File: config.mk
export PLATFORM = sky130hd
export DESIGN_NAME = sig_debounce_sync_flat
export DESIGN_NICKNAME = d
export VERILOG_FILES = /design/src/rtl/sig_debounce_sync_if.sv /design/src/rtl/sig_debounce_sync.sv /design/src/flat_wrapper.sv
export SDC_FILE = /design/constraint.sdc
export NUM_CORES = 1
export LEC_CHECK = 0
export ABC_AREA = 1
export BUFFER_PORTS_ARGS = -buffer_cell sky130_fd_sc_hd__buf_4
export CORE_MARGIN = 8
export CORE_UTILIZATION = 26
export DETAILED_ROUTE_END_ITERATION = 7
export HOLD_SLACK_MARGIN = 0.08
export PLACE_DENSITY = 0.42
export SLEW_MARGIN = 20
export SYNTH_ARGS = -nofsm -noshare
export SYNTH_HDL_FRONTEND = slang
export SYNTH_SLANG_ARGS = --single-unit
File: constraint.sdc
create_clock -name clock -period 1.7 [get_ports clock]
set_input_delay 0 -clock clock [delete_from_list [all_inputs] [get_ports clock]]
set_output_delay 0 -clock clock [all_outputs]
set_load 0.02 [all_outputs]
File: src/rtl/sig_debounce_sync_if.sv
// Level-conditioning bundle: noisy input and sample strobe in, clean level and edge strobes out.
interface sig_debounce_sync_if;
  logic raw;
  logic sample_en;
  logic sig;
  logic rise;
  logic fall;

  modport master (output raw, output sample_en, input sig, input rise, input fall);
  modport slave  (input raw, input sample_en, output sig, output rise, output fall);
endinterface

File: src/rtl/sig_debounce_sync.sv
// Synchronises an asynchronous bouncy level and debounces it with a stability-counting FSM,
// producing a registered clean level plus single-cycle rise/fall strobes.
module sig_debounce_sync #(
  parameter int SYNC_STAGES   = 2,
  parameter int STABLE_CYCLES = 4
) (
  input  logic                clock,
  input  logic                reset,
  sig_debounce_sync_if.slave  dbi
);

  localparam int CNT_W = $clog2(STABLE_CYCLES + 1);
  localparam logic [CNT_W-1:0] CNT_LAST = CNT_W'(STABLE_CYCLES - 1);
  localparam logic [CNT_W-1:0] CNT_ONE  = CNT_W'(1);

  typedef enum logic [1:0] {
    ST_LOW      = 2'd0,
    ST_RISE_CHK = 2'd1,
    ST_HIGH     = 2'd2,
    ST_FALL_CHK = 2'd3
  } state_t;

  logic [SYNC_STAGES-1:0] sync_q;
  logic                   s;
  state_t                 state_q, state_d;
  logic [CNT_W-1:0]       cnt_q, cnt_d;
  logic                   sig_q, sig_d;
  logic                   rise_q, rise_d;
  logic                   fall_q, fall_d;

  // The synchroniser is the only load on raw, so metastability/X never reaches the FSM directly.
  always_ff @(posedge clock) begin
    if (!reset) begin
      sync_q <= '0;
    end else begin
      sync_q <= {sync_q[SYNC_STAGES-2:0], dbi.raw};
    end
  end

  assign s = sync_q[SYNC_STAGES-1];

  always_comb begin
    state_d = state_q;
    cnt_d   = cnt_q;
    sig_d   = sig_q;
    rise_d  = 1'b0;
    fall_d  = 1'b0;
    if (dbi.sample_en) begin
      case (state_q)
        ST_LOW: begin
          if (s) begin
            state_d = ST_RISE_CHK;
            cnt_d   = CNT_ONE;
          end
        end
        ST_RISE_CHK: begin
          if (!s) begin
            state_d = ST_LOW;
            cnt_d   = '0;
          end else if (cnt_q == CNT_LAST) begin
            state_d = ST_HIGH;
            sig_d   = 1'b1;
            rise_d  = 1'b1;
            cnt_d   = '0;
          end else begin
            cnt_d = cnt_q + CNT_ONE;
          end
        end
        ST_HIGH: begin
          if (!s) begin
            state_d = ST_FALL_CHK;
            cnt_d   = CNT_ONE;
          end
        end
        ST_FALL_CHK: begin
          if (s) begin
            state_d = ST_HIGH;
            cnt_d   = '0;
          end else if (cnt_q == CNT_LAST) begin
            state_d = ST_LOW;
            sig_d   = 1'b0;
            fall_d  = 1'b1;
            cnt_d   = '0;
          end else begin
            cnt_d = cnt_q + CNT_ONE;
          end
        end
        default: begin
          state_d = ST_LOW;
          cnt_d   = '0;
        end
      endcase
    end
  end

  always_ff @(posedge clock) begin
    if (!reset) begin
      state_q <= ST_LOW;
      cnt_q   <= '0;
      sig_q   <= 1'b0;
      rise_q  <= 1'b0;
      fall_q  <= 1'b0;
    end else begin
      state_q <= state_d;
      cnt_q   <= cnt_d;
      sig_q   <= sig_d;
      rise_q  <= rise_d;
      fall_q  <= fall_d;
    end
  end

  assign dbi.sig  = sig_q;
  assign dbi.rise = rise_q;
  assign dbi.fall = fall_q;

endmodule

File: src/flat_wrapper.sv
// flat-port wrapper written by rule: the top's interface ports become plain ports
module sig_debounce_sync_flat 
#(
  parameter int SYNC_STAGES   = 2,
  parameter int STABLE_CYCLES = 4
)
  (clock, reset, dbi_raw, dbi_sample_en, dbi_sig, dbi_rise, dbi_fall);
  sig_debounce_sync_if dbi_i ();
  input  logic clock;
  input  logic reset;
  input wire logic [$bits(dbi_i.raw)-1:0] dbi_raw;
  input wire logic [$bits(dbi_i.sample_en)-1:0] dbi_sample_en;
  output wire logic [$bits(dbi_i.sig)-1:0] dbi_sig;
  output wire logic [$bits(dbi_i.rise)-1:0] dbi_rise;
  output wire logic [$bits(dbi_i.fall)-1:0] dbi_fall;
  assign dbi_i.raw = dbi_raw;
  assign dbi_i.sample_en = dbi_sample_en;
  assign dbi_sig = dbi_i.sig;
  assign dbi_rise = dbi_i.rise;
  assign dbi_fall = dbi_i.fall;
  sig_debounce_sync #(.SYNC_STAGES(SYNC_STAGES), .STABLE_CYCLES(STABLE_CYCLES)) u_core (.clock(clock), .reset(reset), .dbi(dbi_i));
endmodule
==> impl_results.md, run 1 <==
- Status: completed
- Crit share post-route: 89.3%
- Min-Delay Path Depth: 2
- Sequential area share after synthesis: 47.2%
- Fin. Hold Viols: 0
- Area growth syn-to-layout: 32.4%
- Gr usage total: 6.21%
- Area of the die: 0.00318 sq mm
- Layout Skew: 0.00354 ns
- Syn avg cell area: 7.07 sq um
- Die outline height: 56.4 um
- Worst Path Arrival: 1.73 ns
- Total Power: 0.000443 W
- DRC viols: 0
- Worst-Skew Late Latency: 0.26 ns
- Clock Sink Count: 10
- Post-place instance area: 489 sq um
- NumNets Final: 81
- Power Density: 788 mW/mm^2
- Final ANT Viol Nets: 0
- Worst path required time: 1.91 ns
- Initial Util: 27.8%
- Critical path endpoint category: flop
- Vias in the first global route: 377
- Final WS setup: 0.182 ns
- First-pass GRT wire length: 1570 um
- Post-route cell area: 562 sq um
- Die X-Extent: 56.4 um
- Initial antenna violation count: 0
- Placeable core area: 0.00152 sq mm
- Detail Placement HPWL: 637 um
- H-tree levels: 1
- CTS tree: done
- Per-cell routed wire length: 9.79 um
- Max FO, Critical Path: 7
- Setup TNS: 0 ns
- R2R cell count: 5
- Min cycle time layout: 1.52 ns
- Total routed wirelength: 881 um
- Drt first-iter violations: 15
- Via count: 399
- Largest net degree at the start of global routing: 8
- Clk root buf: clkbuf_4
- Commonest cells after routing, fill and taps aside: nand2_1 (17), inv_1 (10), dfxtp_1 (10)
- Max transition margin: 83.7%
- Grt ovf: 0
- Synth cell types: 12
- Most common cell after layout, fill and taps aside: nand2_1
- Final setup fails: 0
- 1st-pass router iterations: 4
- Setup Crit Path Kind: flop to flop
- Unrepaired setup endpoints after global routing: no
- Startpoint types: flop
- Leakage: 0.268 nW
- Ratio of cells with drive above 1 in the final layout: 14.9%
- Slew Limit Fails: 0
- Clock buffer count from CTS: 3
- PostCTS Resize Cnt: 0
- Clk slew on worst S/H paths: 0.06 ns
- Port bufs: 6
- Synth top area share: 47.2%
- Place WS: 0.516 ns
- Avg Vias per Cell: 4.43
- Global placer's final weighted congestion: 0.752
- Fmax: 659 MHz
- Core Util, Final: 36.9%
- Clock Path Buffers: 2
- Ant diodes: 0
- VDD IR max: 0.506 mV
- Hold/Removal Path Class: flop to flop
- Yosys warnings: 0
- # IOs: 7
- Dominant cell type by area after synthesis: dfxtp_1
- FILL cells: 159
- Slew @ Worst Pin: 0.244 ns
- Cell count after synthesis: 60
- Max_cap viols: 0
- Synth area leaders: dfxtp_1 (47%), nand2_1 (15%), inv_1 (8.8%)
- Syn Nets: 65
- Post-Syn Area: 424 sq um
- Standard-cell rows: 14
- Seq cells post-synth: 10
sequential cells by signal, summed over array words and instances (netlist names), named ones only:
name and flops:
u_core.cnt_q 3, u_core.sync_q 2, u_core.dbi.fall 1, u_core.dbi.rise 1, u_core.dbi.sig 1, u_core.state_q 1
per-stage QoR:
| stage | hold WS (ns) | instances |
|---|---|---|
| 2_1_floorplan | 0.0935 | 60 |
| 3_3_place_gp | 0.185 | 82 |
| 3_5_place_dp | 0.189 | 82 |
| 4_1_cts | 0.418 | 90 |
| 5_1_grt | 0.437 | 90 |
| 6_report | 0.414 | 90 |
metal layers:
metal / share of wire, % / routed length [um] / global-route usage (%) / vias to the layer above
met3: 7.0 / 62 / 5.17 / 2
met4: 1.4 / 12 / 2.06 / 0
met1: 49 / 434 / 6.91 / 171
met5: 0 / 0 / 0 / -
li1: - / - / - / 217
met2: 42 / 373 / 8.56 / 9
cell families after synthesis:
kind of cell | share of synthesized area [%]
buffers and inverters | 8.85
flip-flops | 47.2
AO/OA/AOI/OAI | 10.6
adder cells (fa/ha/maj) | 2.95
AND/OR/NAND/NOR | 30.4
power breakdown:
group          total [W]  switching, W  internal (W)  leakage, nW
Combinational  0.0000416     0.0000220     0.0000195        0.173
Sequential      0.000245    0.00000456      0.000240       0.0812
Clock           0.000156     0.0000749     0.0000815       0.0138
Total           0.000443      0.000102      0.000341        0.268
synth_stat cells, drive strengths merged:
cell type and count:
a31oi 1, nand3 4, inv 10, nor4 1, dfxtp 10, nand2 18
a21oi 7, nor3 2, ha 1, nor2 6
final timing paths:
kind               startpoint                to  slack (ns)
max                      flop   u_core.cnt_q[2]        0.18
min reg2reg  u_core.sync_q[0]  u_core.sync_q[1]        0.41
min          u_core.sync_q[0]  u_core.sync_q[1]        0.41
max reg2reg              flop   u_core.cnt_q[2]        0.18
critical path, cell delays in order (launching register included):
cell	delay [ns]
dfxtp_1	0.43
nand2_1	0.13
nand2_2	0.14
nand3_1	0.08
a31oi_1	0.13
dlygate4sd3_1	0.55
cell type report:
cell class / instances / area (sq um) / share of cell area (%)
Clock buffer: 3 / 22.5 / 4.01
Inverter: 10 / 37.5 / 6.68
Multi-Input combinational cell: 40 / 186 / 33.2
Sequential cell: 10 / 200 / 35.6
Tap cell: 16 / 20.0 / 3.56
Timing Repair Buffer: 11 / 95.1 / 16.9
timing repair:
action	4_1_cts	5_1_grt
hold buffers	5	0
setup buffers	0	0
hold endpoints to repair	8	0
Power figures use the tool's default switching activity.
==> run 2, diff against run 1 <==
- ABC_AREA: 1 -> unset
==> impl_results.md, run 2 <==
- VDD IR max: 0.361 mV
- Synth cell types: 28
- Dpl cells: 78
- Synth top cells by count: dfxtp_1 (10), inv_1 (4), a21oi_1 (3)
- Clk slew on worst S/H paths: 0.07 ns
- Grt ovf: 0
- Via count: 356
- Post-Syn Area: 475 sq um
- Setup TNS: 0 ns
- Standard-cell rows: 15
- FILL cells: 198
- Die X-Extent: 58.8 um
- Syn Nets: 52
- Post-route cell area: 617 sq um
- Unrepaired setup endpoints after global routing: no
- Max transition margin: 81.0%
- DRC viols: 0
- 1st-pass router iterations: 3
- Vias in the first global route: 370
- Fraction of registers with async set/reset: 0%
- Largest register FFs: 3
- Hold/Removal Path Class: flop to flop
- Max stage delay on crit path: 0.35 ns
- Total routed wirelength: 876 um
- Fin. Hold Viols: 0
- Top-count cell post-synth: dfxtp_1
- Non-Filler Instances: 85
- NumNets Final: 67
- Placeable core area: 0.00173 sq mm
- Avg Vias per Cell: 4.19
- Setup Buffers After CTS: 0
- Area of the die: 0.00345 sq mm
- Synth top area share: 42.1%
- Int Power: 0.000339 W
- Clk root buf: clkbuf_4
- # IOs: 7
- Initial antenna violation count: 0
- Leakage: 0.289 nW
- Area growth syn-to-layout: 29.7%
- Number of synthesized flops with an enable pin: 0
- Setup Crit Path Kind: flop to flop
- Dominant cell type by area after synthesis: dfxtp_1
- Critical path endpoint category: flop
- Slowest stage cell on the critical path: dfxtp_1
- H-tree levels: 1
- Ratio of cells with drive above 1 in the final layout: 28.3%
- Post-place instance area: 554 sq um
- Clock Path Buffers: 2
- Power Density: 718 mW/mm^2
- Synth Flop Type: dfxtp_1
- Max_cap viols: 0
- Max FO, Critical Path: 5
- Ant diodes: 0
- Worst-Skew Late Latency: 0.26 ns
- Port bufs: 6
- Global placer's final weighted congestion: 0.683
- Layout Skew: 0.00288 ns
- Logic pwr share: 8.1%
- Cell count after synthesis: 47
- Seq cells post-synth: 10
- Fmax: 806 MHz
- Commonest cells after routing, fill and taps aside: dfxtp_1 (10), buf_4 (8), inv_1 (4), dlygate4sd3_1 (4)
- First-pass GRT wire length: 1550 um
- Sw frac: 23.4%
- Clock Sink Count: 10
- Largest net degree at the start of global routing: 9
- Synth area leaders: dfxtp_1 (42%), nand4b_4 (5.0%), o21bai_4 (3.9%)
- Most flop-heavy register: u_core.cnt_q
- Clock buffer count from CTS: 3
- Slew Limit Fails: 0
- Slew @ Worst Pin: 0.284 ns
- Per-cell routed wire length: 10.3 um
- CTS tree: done
- Most common cell after layout, fill and taps aside: dfxtp_1
- Gr usage total: 6.19%
- Sw power: 0.000104 W
- Drt first-iter violations: 4
- Crit-path cells: ha_1, nand4b_4, o21bai_4, a221oi_2
- Die outline height: 58.8 um
- Yosys warnings: 0
- Min cycle time layout: 1.24 ns
- Status: completed
- Startpoint types: flop
- Worst Path Arrival: 1.42 ns
- Initial Util: 27.5%
- Sequential area share after synthesis: 42.1%
- Largest registers: u_core.cnt_q: 3 flops, u_core.sync_q: 2 flops
- Sequential power share: 54.9%
- Syn avg cell area: 10.1 sq um
- Crit share post-route: 73.0%
- Worst path required time: 1.88 ns
- Detail Placement HPWL: 661 um
- Final ANT Viol Nets: 0
- Share of total power in the clock network: 36.9%
- Final setup fails: 0
- R2R setup slack: 0.46 ns
## run 2: cell count changes after synthesis, sizes merged, moves of 2 or more
cell / previous run / this run
nand2: 18 / 2
inv: 10 / 4
a21oi: 7 / 3
nor2: 6 / 2
nand3: 4 / 1
and2: 0 / 2
buf: 0 / 2
nand2b: 0 / 2
o21ai: 0 / 2
## run 2: power groups by stage
stage	Sequential (W)	Combinational, W	Clock [W]
3_5_place_dp	0.000249	0.0000289	0
2_1_floorplan	0.000247	0.0000165	0
3_3_place_gp	0.000249	0.0000300	0
4_1_cts	0.000243	0.0000362	0.000172
6_report	0.000243	0.0000361	0.000164
5_1_grt	0.000244	0.0000401	0.000187
## run 2: area by class of cell
cell class | count | area (sq um) | area share, %
multi-input cells | 31 | 248 | 40.2
clock buffers | 3 | 22.5 | 3.65
repair buffers | 12 | 100 | 16.2
inverters | 4 | 15.0 | 2.43
well taps | 25 | 31.3 | 5.07
flip-flops and latches | 10 | 200 | 32.5
## run 2: per-stage QoR
stage / hold slack [ns] / total power [W] / utilization [%] / setup slack (ns)
3_5_place_dp: 0.215 / 0.000278 / 32.1 / 0.465
6_report: 0.433 / 0.000443 / 35.7 / 0.460
5_1_grt: 0.455 / 0.000471 / 35.7 / 0.346
2_1_floorplan: 0.122 / 0.000264 / - / 0.546
3_3_place_gp: 0.209 / 0.000279 / 32.1 / 0.469
4_1_cts: 0.439 / 0.000452 / 35.7 / 0.450
## run 2: critical path, delay by kind of cell (launching register included)
family | cells | cell delay [ns]
flip-flops | 1 | 0.35
AND/OR/NAND/NOR | 1 | 0.14
AO/OA/AOI/OAI | 2 | 0.45
adder cells (fa/ha/maj) | 1 | 0.22
## run 2: logic make-up (layout without fill, tap and decap cells)
| family | after synthesis | count (layout) | share of synthesized area (%) |
|---|---|---|---|
| xor+xnor | 2 | 2 | 3.68 |
| mux | 1 | 1 | 2.11 |
| buf+inv | 6 | 19 | 5.79 |
| fa+ha+maj | 1 | 1 | 2.63 |
| simple gates | 17 | 17 | 26.1 |
| flops | 10 | 10 | 42.1 |
| compound gates | 10 | 10 | 17.6 |
## run 2: timing repair
action | 4_1_cts | 5_1_grt
endpoints found under the setup margin | 0 | 0
gates resized for setup | 0 | 0
endpoints found under the hold margin | 6 | 0
hold buffers | 4 | 0
## run 2: path summary, 6_finish.rpt
kind,start,to,depth (start not counted)
worst max-delay path,u_core.cnt_q[0],u_core.dbi.sig,4
worst min-delay path,u_core.sync_q[0],u_core.sync_q[1],1
worst max register to register,u_core.cnt_q[0],u_core.dbi.sig,4
worst min register to register,u_core.sync_q[0],u_core.sync_q[1],1
## run 2: metal layers
metal	GRT usage [%]	routed length, um	vias up	part of all wire (%)
li1	-	-	191	-
met1	6.80	432	159	49
met2	9.03	410	4	47
met3	1.96	23	2	2.6
met4	6.14	10	0	1.1
met5	0	0	-	0
